<file path="src/rtl/booth_pkg.sv">
// Shared types and helpers for the radix-4 Booth multiplier.
//   booth_digit_t : decoded Booth digit, one-hot magnitude {zero, one, two} plus neg
//   LAT           : pipeline latency in cycles when not stalled
//   num_digits()  : number of Booth digits for an operand width
//   booth_decode(): maps a 3-bit window {y[2i+1], y[2i], y[2i-1]} to a digit
package booth_pkg;

  localparam int unsigned LAT = 3;

  typedef struct packed {
    logic neg;
    logic two;
    logic one;
    logic zero;
  } booth_digit_t;

  // Operands are extended by two bits, so WIDTH/2 + 1 digits cover them exactly.
  function automatic int unsigned num_digits(input int unsigned width);
    return width / 2 + 1;
  endfunction

  function automatic booth_digit_t booth_decode(input logic [2:0] win);
    booth_digit_t d;
    d = '{neg: 1'b0, two: 1'b0, one: 1'b0, zero: 1'b1};
    case (win)
      3'b001, 3'b010: begin d.zero = 1'b0; d.one = 1'b1; end
      3'b011:         begin d.zero = 1'b0; d.two = 1'b1; end
      3'b100:         begin d.zero = 1'b0; d.two = 1'b1; d.neg = 1'b1; end
      3'b101, 3'b110: begin d.zero = 1'b0; d.one = 1'b1; d.neg = 1'b1; end
      default:        ; // 000 and 111 are both zero; keep neg low
    endcase
    return d;
  endfunction

endpackage

</file>
<file path="src/rtl/booth_r4_enc.sv">
// Booth radix-4 partial-product row generator for one digit.
//   win_i   : digit window {y[2i+1], y[2i], y[2i-1]}
//   x_ext_i : multiplicand extended to Width+2 bits
//   pp_o    : row (digit * x_ext) << 2*Idx, ones-complemented when negative,
//             truncated to 2*Width bits
//   neg_o   : negate bit; the caller adds it at bit position 2*Idx
module booth_r4_enc
  import booth_pkg::*;
#(
  parameter int unsigned Width = 8,
  parameter int unsigned Idx   = 0
) (
  input  logic [2:0]         win_i,
  input  logic [Width+1:0]   x_ext_i,
  output logic [2*Width-1:0] pp_o,
  output logic               neg_o
);

  localparam int unsigned PW = 2 * Width;

  booth_digit_t  dig;
  logic [PW-1:0] x_sx;
  logic [PW-1:0] mag;
  logic [PW-1:0] row;

  always_comb begin
    dig  = booth_decode(win_i);
    x_sx = {{(PW - Width - 2){x_ext_i[Width+1]}}, x_ext_i};
    mag  = '0;
    if (dig.one) begin
      mag = x_sx;
    end else if (dig.two) begin
      mag = x_sx << 1;
    end
    // -(m << s) == (~m << s) + (1 << s): low bits stay zero, the +1 is neg_o.
    row   = dig.neg ? ~mag : mag;
    pp_o  = row << (2 * Idx);
    neg_o = dig.neg;
  end

endmodule

</file>
<file path="src/rtl/booth_r4_mult_pipe.sv">
// Three-stage pipelined radix-4 Booth multiplier with valid/ready handshake.
//   CLK, RST            : clock, synchronous active-high reset
//   in_valid / in_ready : operand handshake (in_ready = !out_valid | out_ready)
//   mx, my              : multiplicand / multiplier, WIDTH bits
//   x_signed, y_signed  : per-operand two's-complement flags, travel with the beat
//   out_valid/out_ready : result handshake
//   sum, carry          : registered carry-save pair
//   product             : registered (sum + carry) mod 2^(2*WIDTH)
// S1 holds operands, S2 the CSA output, S3 the output registers.
module booth_r4_mult_pipe
  import booth_pkg::*;
#(
  parameter int unsigned WIDTH = 8
) (
  input  logic               CLK,
  input  logic               RST,
  input  logic               in_valid,
  output logic               in_ready,
  input  logic [WIDTH-1:0]   mx,
  input  logic [WIDTH-1:0]   my,
  input  logic               x_signed,
  input  logic               y_signed,
  output logic               out_valid,
  input  logic               out_ready,
  output logic [2*WIDTH-1:0] sum,
  output logic [2*WIDTH-1:0] carry,
  output logic [2*WIDTH-1:0] product
);

  localparam int unsigned PW = 2 * WIDTH;
  localparam int unsigned D  = num_digits(WIDTH);

  logic advance;

  logic             s1_valid_q, s1_valid_d;
  logic [WIDTH-1:0] s1_mx_q, s1_mx_d, s1_my_q, s1_my_d;
  logic             s1_xs_q, s1_xs_d, s1_ys_q, s1_ys_d;

  logic             s2_valid_q, s2_valid_d;
  logic [PW-1:0]    s2_sum_q, s2_sum_d, s2_carry_q, s2_carry_d;

  logic             s3_valid_q, s3_valid_d;
  logic [PW-1:0]    sum_q, sum_d, carry_q, carry_d, product_q, product_d;

  // Encoding and compression between S1 and S2.
  logic [WIDTH+1:0] x_ext;
  logic [WIDTH+2:0] y_win;  // y extended by two bits with y[-1] = 0 appended
  logic [PW-1:0]    pp [D];
  logic [D-1:0]     negs;
  logic [PW-1:0]    neg_row;
  logic [PW-1:0]    csa_sum, csa_carry;

  assign x_ext = {{2{s1_xs_q & s1_mx_q[WIDTH-1]}}, s1_mx_q};
  assign y_win = {{2{s1_ys_q & s1_my_q[WIDTH-1]}}, s1_my_q, 1'b0};

  for (genvar i = 0; i < D; i++) begin : g_enc
    booth_r4_enc #(
      .Width (WIDTH),
      .Idx   (i)
    ) u_enc (
      .win_i   (y_win[2*i+2 -: 3]),
      .x_ext_i (x_ext),
      .pp_o    (pp[i]),
      .neg_o   (negs[i])
    );
  end

  // Negate bits sit at distinct even positions, so they pack into one row.
  always_comb begin
    neg_row = '0;
    for (int i = 0; i < int'(D); i++) begin
      neg_row[2*i] = negs[i];
    end
  end

  // 3:2 compressor chain over D+1 rows; each stage folds in one more row.
  for (genvar k = 0; k < D - 1; k++) begin : g_csa
    logic [PW-1:0] a, b, c, s, cy;
    if (k == 0) begin : g_first
      assign a = pp[0];
      assign b = pp[1];
      assign c = neg_row;
    end else begin : g_rest
      assign a = g_csa[k-1].s;
      assign b = g_csa[k-1].cy;
      assign c = pp[k+1];
    end
    assign s  = a ^ b ^ c;
    assign cy = ((a & b) | (a & c) | (b & c)) << 1;
  end

  assign csa_sum   = g_csa[D-2].s;
  assign csa_carry = g_csa[D-2].cy;

  assign advance  = ~s3_valid_q | out_ready;
  assign in_ready = advance;

  always_comb begin
    s1_valid_d = s1_valid_q;
    s1_mx_d    = s1_mx_q;
    s1_my_d    = s1_my_q;
    s1_xs_d    = s1_xs_q;
    s1_ys_d    = s1_ys_q;
    s2_valid_d = s2_valid_q;
    s2_sum_d   = s2_sum_q;
    s2_carry_d = s2_carry_q;
    s3_valid_d = s3_valid_q;
    sum_d      = sum_q;
    carry_d    = carry_q;
    product_d  = product_q;
    if (advance) begin
      s1_valid_d = in_valid;
      s1_mx_d    = mx;
      s1_my_d    = my;
      s1_xs_d    = x_signed;
      s1_ys_d    = y_signed;
      s2_valid_d = s1_valid_q;
      s2_sum_d   = csa_sum;
      s2_carry_d = csa_carry;
      s3_valid_d = s2_valid_q;
      sum_d      = s2_sum_q;
      carry_d    = s2_carry_q;
      product_d  = s2_sum_q + s2_carry_q;
    end
  end

  always_ff @(posedge CLK) begin
    if (RST) begin
      s1_valid_q <= 1'b0;
      s1_mx_q    <= '0;
      s1_my_q    <= '0;
      s1_xs_q    <= 1'b0;
      s1_ys_q    <= 1'b0;
      s2_valid_q <= 1'b0;
      s2_sum_q   <= '0;
      s2_carry_q <= '0;
      s3_valid_q <= 1'b0;
      sum_q      <= '0;
      carry_q    <= '0;
      product_q  <= '0;
    end else begin
      s1_valid_q <= s1_valid_d;
      s1_mx_q    <= s1_mx_d;
      s1_my_q    <= s1_my_d;
      s1_xs_q    <= s1_xs_d;
      s1_ys_q    <= s1_ys_d;
      s2_valid_q <= s2_valid_d;
      s2_sum_q   <= s2_sum_d;
      s2_carry_q <= s2_carry_d;
      s3_valid_q <= s3_valid_d;
      sum_q      <= sum_d;
      carry_q    <= carry_d;
      product_q  <= product_d;
    end
  end

  assign out_valid = s3_valid_q;
  assign sum       = sum_q;
  assign carry     = carry_q;
  assign product   = product_q;

endmodule

</file>
<file path="config.mk">
export PLATFORM = sky130hd
export DESIGN_NAME = booth_r4_mult_pipe
export DESIGN_NICKNAME = d
export VERILOG_FILES = /design/src/rtl/booth_pkg.sv /design/src/rtl/booth_r4_enc.sv /design/src/rtl/booth_r4_mult_pipe.sv
export SDC_FILE = /design/constraint.sdc
export NUM_CORES = 1
export LEC_CHECK = 0
export BUFFER_PORTS_ARGS = -buffer_cell sky130_fd_sc_hd__buf_2
export CAP_MARGIN = 40
export CORE_ASPECT_RATIO = 1.5
export CORE_MARGIN = 2
export CORE_UTILIZATION = 30
export CTS_BUF_LIST = sky130_fd_sc_hd__clkbuf_8
export DETAILED_ROUTE_END_ITERATION = 8
export PLACE_DENSITY_LB_ADDON = 0.1
export SYNTH_ARGS = -nofsm -noshare
export SYNTH_HDL_FRONTEND = slang
export SYNTH_SLANG_ARGS = --single-unit
</file>
<file path="constraint.sdc">
create_clock -name CLK -period 3.19 [get_ports CLK]
set_input_delay 0.638 -clock CLK [delete_from_list [all_inputs] [get_ports CLK]]
set_output_delay 0.638 -clock CLK [all_outputs]
set_load 0.1 [all_outputs]
</file>
==> summary.txt, run 1 <==
Netlist cell types: 56
Status: finished with violations
Leading area contributor after synthesis: dfxtp_1
Root Buffer Master: clkbuf_8
Setup TNS: -0.01617 ns
Final hold violations: 0
Setup crit start: s1_my_q[1]
NetSw: 1872 uW
Setup violators final: 1
Failing checks: setup timing
Gr ovfl total: 0
RR Startpoint: s1_my_q[1]
Top cells by area, synth: dfxtp_1, nand2_1, fa_1, a21oi_1, ha_1
Internal power: 2081 uW
Antenna violations before repair: 0
Seq cells post-synth: 87
Die area: 19900 um2
LEAKAGE: 0.002864 uW
Initial Utilization: 30.48%
Drt first pass iters: 4
Worst IR drop on VDD: 0.0001550 V
DR DRC count: 0
Die X: 115.9 um
Clk pwr share: 18.6%
Main synth FF type: dfxtp_1
Startpoint Class: register
EDFF count, synth: 0
RD Place Congestion: 0.8736
CP required: 3.49 ns
Reg2reg end: s2_sum_q[8]
Post-Syn Area: 5630 um2
WS Path Type: reg -> reg
Switching fraction of total power: 47.36%
CTS sink cnt: 87
Global-route wire length before repair: 23.91 mm
N_diodes: 0
Setup ws final: -0.01617 ns
Core Area: 18470 um2
Wire length per cell: 14.10 um
Fin util: 35.85%
CP Capture Type: register
GRT Util Overall: 15.22%
Flop pwr share: 35.2%
Max FO, Critical Path: 6
FF-to-FF setup slack: -0.02 ns
FF-to-FF path depth: 11
CTS Buf Count: 9
Ports: 72
CTS max path bufs: 2
Rows: 61
Nets: 867
Combinational share of power: 46.2%
Post-route ant nets: 0
Fraction of registers with async set/reset: 0%
Period utilisation layout: 100.5%
FILL cells: 2007
Most frequent cell after synthesis: nand2_1
Period minus WS final: 3.206 ns
Fmax: 311.9 MHz
Cells after Synth: 723
Relative slew slack: 53.33%
Routed vias: 4853
Hold depth: 2
Layout cell share with drive strength beyond 1: 21.28%
# hold bufs at CTS: 0
WHS: 0.4489 ns
Worst-Margin Slew: 0.7000 ns
Largest net degree at the start of global routing: 94
Sequential share of the synthesized area: 30.93%
Final Max Slew Viols: 0
Number of global-route vias before repair: 4729
H-tree levels: 3
Skew final: 0.02033 ns
First DRT Iteration DRCs: 239
Max-Cap Viols: 0
Hold WC Path Type: reg -> reg
Die height: 171.8 um
Drt via density: 4.640
Power Density: 596.9 nW/um2
Final instance area: 6621 um2
Area Growth Syn to Fin: 17.60%
Worst hold start: sum[7]
Post-place instance area: 6351 um2
Hold EP: sum[7]
Syn avg cell area: 7.788 um2
YS warnings: 0
RSZ-0062 raised after global routing: yes
DPL Wire Length: 11.06 mm
Later-pin clock latency in the skew report: 0.37 ns
CP Data Arrival Time: 3.51 ns
Reg clk slew, reported paths: 0.10 ns
Yosys top cell area share: 30.93%
Power consumption: 3952 uW
Post-synth top cells: nand2_1, a21oi_1, dfxtp_1
Routed WL: 14.75 mm
PortBufs: 66
CTS tree: built
-- metrics by stage --
step	setup slack [ns]	instances
2_1_floorplan	0.02120	728
3_3_place_gp	-0.04161	1028
3_5_place_dp	-0.1039	1028
4_1_cts	-0.02252	1045
5_1_grt	-0.1465	1046
6_report	-0.01617	1046
-- sequential cells by signal, indices dropped and copies added (netlist names) --
signal / flops
carry: 11
s2_valid_q: 1
s1_mx_q: 8
s2_sum_q: 16
s1_ys_q: 1
out_valid: 1
product: 12
s2_carry_q: 11
s1_my_q: 8
sum: 16
s1_xs_q: 1
s1_valid_q: 1
-- layout by cell type, fill, tap and decap left out, types with 7 or more instances in the layout --
master | netlist | routed
a211oi_1 | 10 | 9
a21oi_1 | 103 | 101
and2_1 | 7 | 7
buf_2 | 21 | 66
buf_4 | 15 | 47
clkbuf_8 | 0 | 9
dfxtp_1 | 87 | 84
fa_1 | 27 | 21
ha_1 | 29 | 28
inv_1 | 43 | 39
nand2_1 | 176 | 176
nor2_1 | 34 | 31
o21ai_0 | 17 | 13
o22ai_1 | 10 | 10
xnor2_1 | 25 | 25
xor2_1 | 16 | 16
-- cells by family (layout without fill, tap and decap cells) --
logic type | after synthesis | in the layout | share of synthesized area (%)
adder cells (fa/ha/maj) | 57 | 57 | 16.22
AO/OA/AOI/OAI | 178 | 178 | 18.89
XOR/XNOR | 41 | 41 | 6.378
multiplexers | 1 | 1 | 0.1778
flip-flops | 87 | 87 | 30.93
other | 1 | 6 | 0.06660
AND/OR/NAND/NOR | 250 | 250 | 18.67
buffers and inverters | 108 | 174 | 8.667
-- worst max-delay path by stage --
stage	to	cells after the start
after global routing	s2_sum_q[8]	11
after floorplan	s2_sum_q[8]	13
final	s2_sum_q[8]	11
after CTS	s2_sum_q[8]	11
after global placement	s2_sum_q[8]	11
after detailed placement	s2_sum_q[8]	11
-- critical path, stage by stage, from the launching register on --
cell     delay (ns)
dfxtp_4        0.38
or2_4          0.25
or2_4          0.25
o21ai_2        0.13
fa_1           0.44
inv_2          0.08
fa_2           0.44
fa_1           0.49
inv_1          0.05
fa_1           0.48
nand2_1        0.06
a21oi_2        0.11
-- routing by layer --
metal	GRT usage, %	share of wire (%)	vias to the layer above
met5	0	0	-
met4	5.383	2.4	0
met3	2.149	2.3	20
met2	27.87	53	75
met1	17.84	43	2243
li1	-	-	2515
-- timing repair --
action | 4_1_cts | 5_1_grt
pin swaps | 1 | 10
gates resized for setup | 5 | 28
endpoints found under the setup margin | 9 | 17
setup buffers | 1 | 1
endpoints found under the hold margin | 0 | 0
-- power by group through the flow --
| stage | clock network [uW] | registers (uW) | logic, uW |
|---|---|---|---|
| 6_report | 736 | 1390 | 1830 |
| 5_1_grt | 813 | 1420 | 2000 |
| 4_1_cts | 773 | 1400 | 1820 |
| 3_5_place_dp | 0 | 1420 | 1800 |
| 3_3_place_gp | 0 | 1420 | 1800 |
| 2_1_floorplan | 0 | 1990 | 880 |
-- area by class of cell --
| cell class | count | area [um2] | area share (%) |
|---|---|---|---|
| Clock buffer | 9 | 123.9 | 1.871 |
| Clock inverter | 7 | 48.80 | 0.7370 |
| Inverter | 44 | 165.2 | 2.494 |
| Multi-Input combinational cell | 533 | 3515 | 53.08 |
| Sequential cell | 87 | 1750 | 26.44 |
| Tap cell | 252 | 315.3 | 4.762 |
| Timing Repair Buffer | 114 | 703.2 | 10.62 |
Note: power is estimated with default switching activity, not from simulation.
==> inputs of run 2 (changes only) <==
--- a/config.mk
+++ b/config.mk
@@ -12,7 +12,8 @@
 export CORE_UTILIZATION = 30
 export CTS_BUF_LIST = sky130_fd_sc_hd__clkbuf_8
 export DETAILED_ROUTE_END_ITERATION = 8
-export PLACE_DENSITY_LB_ADDON = 0.1
+export PLACE_DENSITY = 0.47
+export RECOVER_POWER = 100
 export SYNTH_ARGS = -nofsm -noshare
 export SYNTH_HDL_FRONTEND = slang
 export SYNTH_SLANG_ARGS = --single-unit
==> run 2 against run 1 <==
The run still ends with setup timing left. Cell count fell by 0.48%. Hold slack gained 0.0044 ns. Global-route usage fell by 0.32 points. Largest power group unchanged.
==> summary.txt, run 2 (synthesized netlist as in run 1, its figures left out) <==
First DRT Iteration DRCs: 248 (+3.8%)
Worst slack, placed: -0.07627 ns (+0.02767 ns)
Number of global-route vias before repair: 4913 (+3.9%)
N_diodes: 0 (unchanged)
Initial Utilization: 30.48% (unchanged)
CTS max path bufs: 2 (unchanged)
Post-place instance area: 6344 um2 (-0.12%)
Rows: 61 (unchanged)
Die X: 115.9 um (unchanged)
CP Data Arrival Time: 3.53 ns (+0.02 ns)
CP max-delay cell: fa_1
FF-to-FF setup slack: -0.04 ns (-0.03 ns)
Antenna violations before repair: 0 (unchanged)
Routed vias: 4898 (+0.93%)
PortBufs: 66 (unchanged)
CP Capture Type: register
Fin util: 35.36% (-0.49 points)
CTS Buf Count: 9 (unchanged)
Worst IR drop on VDD: 0.0002085 V (+35%)
H-tree levels: 3 (unchanged)
Grt peak-use layer: met2
Hold EP: carry[10]
CP most frequent cell: fa_1
Inst Count DP: 1025 (-0.29%)
Fmax: 309.4 MHz (-0.79%)
Routed WL: 14.52 mm (-1.5%)
GRT Util Overall: 14.90% (-0.32 points)
Final hold violations: 0 (unchanged)
Status: finished with violations
Global-route wire length before repair: 23.66 mm (-1.0%)
Later-pin clock latency in the skew report: 0.37 ns (about the same)
Core Area: 18470 um2 (unchanged)
Commonest non-fill, non-tap cell in the layout: nand2_1
Setup Fix Bufs, Post-CTS: 0 (-1)
Die area: 19900 um2 (unchanged)
Failing checks: setup timing
Setup ws final: -0.04179 ns (-0.02561 ns)
Area Growth Syn to Fin: 16.00%
Layout cell share with drive strength beyond 1: 13.56% (-7.7 points)
Hold depth: 2 (unchanged)
Worst-Margin Slew: 1.281 ns (+0.5807 ns)
Drt first pass iters: 5 (+1)
DR DRC count: 0 (unchanged)
DPL Wire Length: 10.80 mm (-2.3%)
CTS sink cnt: 87 (unchanged)
FILL cells: 2013 (+0.30%)
Grt met1 use: 16.80% (-1.0 points)
Ports: 72 (unchanged)
GR met2 Demand/Resource: 27.61% (-0.25 points)
RSZ-0062 raised after global routing: yes
Root Buffer Master: clkbuf_8
Relative slew slack: 14.62% (-39 points)
Final Max Slew Viols: 0 (unchanged)
Most frequent cells in the layout: nand2_1, a21oi_1, dfxtp_1
FF-to-FF path depth: 11 (unchanged)
Period utilisation layout: 101.3% (+0.80 points)
CP required: 3.49 ns (about the same)
CP max stage delay: 0.48 ns (about the same)
# hold bufs at CTS: 0 (unchanged)
Post-route ant nets: 0 (unchanged)
Reg2reg end: s2_sum_q[8]
Period minus WS final: 3.232 ns (+0.02561 ns)
Hold WC Path Type: reg -> reg
Largest net degree at the start of global routing: 66 (-30%)
Setup violators final: 2 (+1)
Setup TNS: -0.05853 ns (-0.04236 ns)
Worst hold start: carry[10]
Final Non-Filler Cells: 1041 (-0.48%)
Max FO, Critical Path: 6 (unchanged)
RR Startpoint: s1_my_q[1]
Nets: 862 (-0.58%)
Gr ovfl total: 0 (unchanged)
LEAKAGE: 0.002685 uW (-6.2%)
Final instance area: 6531 um2 (-1.4%)
Die height: 171.8 um (unchanged)
Startpoint Class: register
GRT met3 Usage: 1.797% (-0.35 points)
Wire length per cell: 13.95 um (-1.1%)
CTS tree: built
Reg clk slew, reported paths: 0.11 ns (about the same)
RD Place Congestion: 0.8154 (-6.7%)
Drt via density: 4.705 (+1.4%)
Max-Cap Viols: 0 (unchanged)
Worst-path cell chain: or2_4 -> or2_4 -> o21ai_2 -> fa_1 -> inv_1 -> fa_1 -> fa_1 -> inv_1 -> fa_1 -> nand2_1 -> a21oi_2
WS Path Type: reg -> reg
Skew final: 0.01783 ns (-0.002497 ns)
Power Density: 624.5 nW/um2 (+4.6%)
-- run 2: worst max-delay path: cells and delay by family (launching register included) --
kind	cells	cell delay [ns]
compound gates	2	0.27
fa+ha+maj	4	1.81
buf+inv	2	0.12
flops	1	0.38
simple gates	3	0.56
-- run 2: worst max-delay path by stage --
stage,startpoint,end,slack (ns)
5_1_grt,s1_my_q[1],s2_sum_q[8],-0.16
4_1_cts,s1_my_q[1],s2_sum_q[8],-0.03
2_1_floorplan,s1_my_q[1],s2_sum_q[8],0.02
6_report,s1_my_q[1],s2_sum_q[8],-0.04
3_5_place_dp,s1_my_q[1],s2_sum_q[8],-0.08
3_3_place_gp,s1_my_q[3],s2_sum_q[10],-0.03
-- run 2: repair_timing --
| action | in CTS | in global routing |
|---|---|---|
| endpoints found under the setup margin | 8 | 17 |
| pin swaps | 1 | 3 |
| resized for setup | 8 | 15 |
-- run 2: per-stage QoR --
step                hold WS [ns]  total power [uW]
floorplan                 0.4276              2868
detailed placement        0.4430              3222
global placement          0.4390              3201
finish                    0.4533              4079
CTS                       0.4549              4160
global route              0.4707              4363
-- run 2: layout make-up --
class	instances	area, um2	share of cell area [%]
clock buffer	9	123.9	1.897
clock inverter	7	103.9	1.590
inverter	44	166.4	2.548
multi-input combinational	533	3456	52.91
sequential	87	1747	26.74
tap	252	315.3	4.828
timing repair buffer	109	619.3	9.483
-- run 2: metal layers --
| metal | wire length, um | up-vias |
|---|---|---|
| met5 | 0 | - |
| met3 | 382 | 19 |
| met4 | 311 | 0 |
| met2 | 7783 | 80 |
| met1 | 6047 | 2294 |
| li1 | - | 2505 |
-- run 2: power by group --
| part | internal (uW) | switching, uW |
|---|---|---|
| clock network | 451 | 458 |
| logic | 494 | 1280 |
| registers | 1270 | 131 |
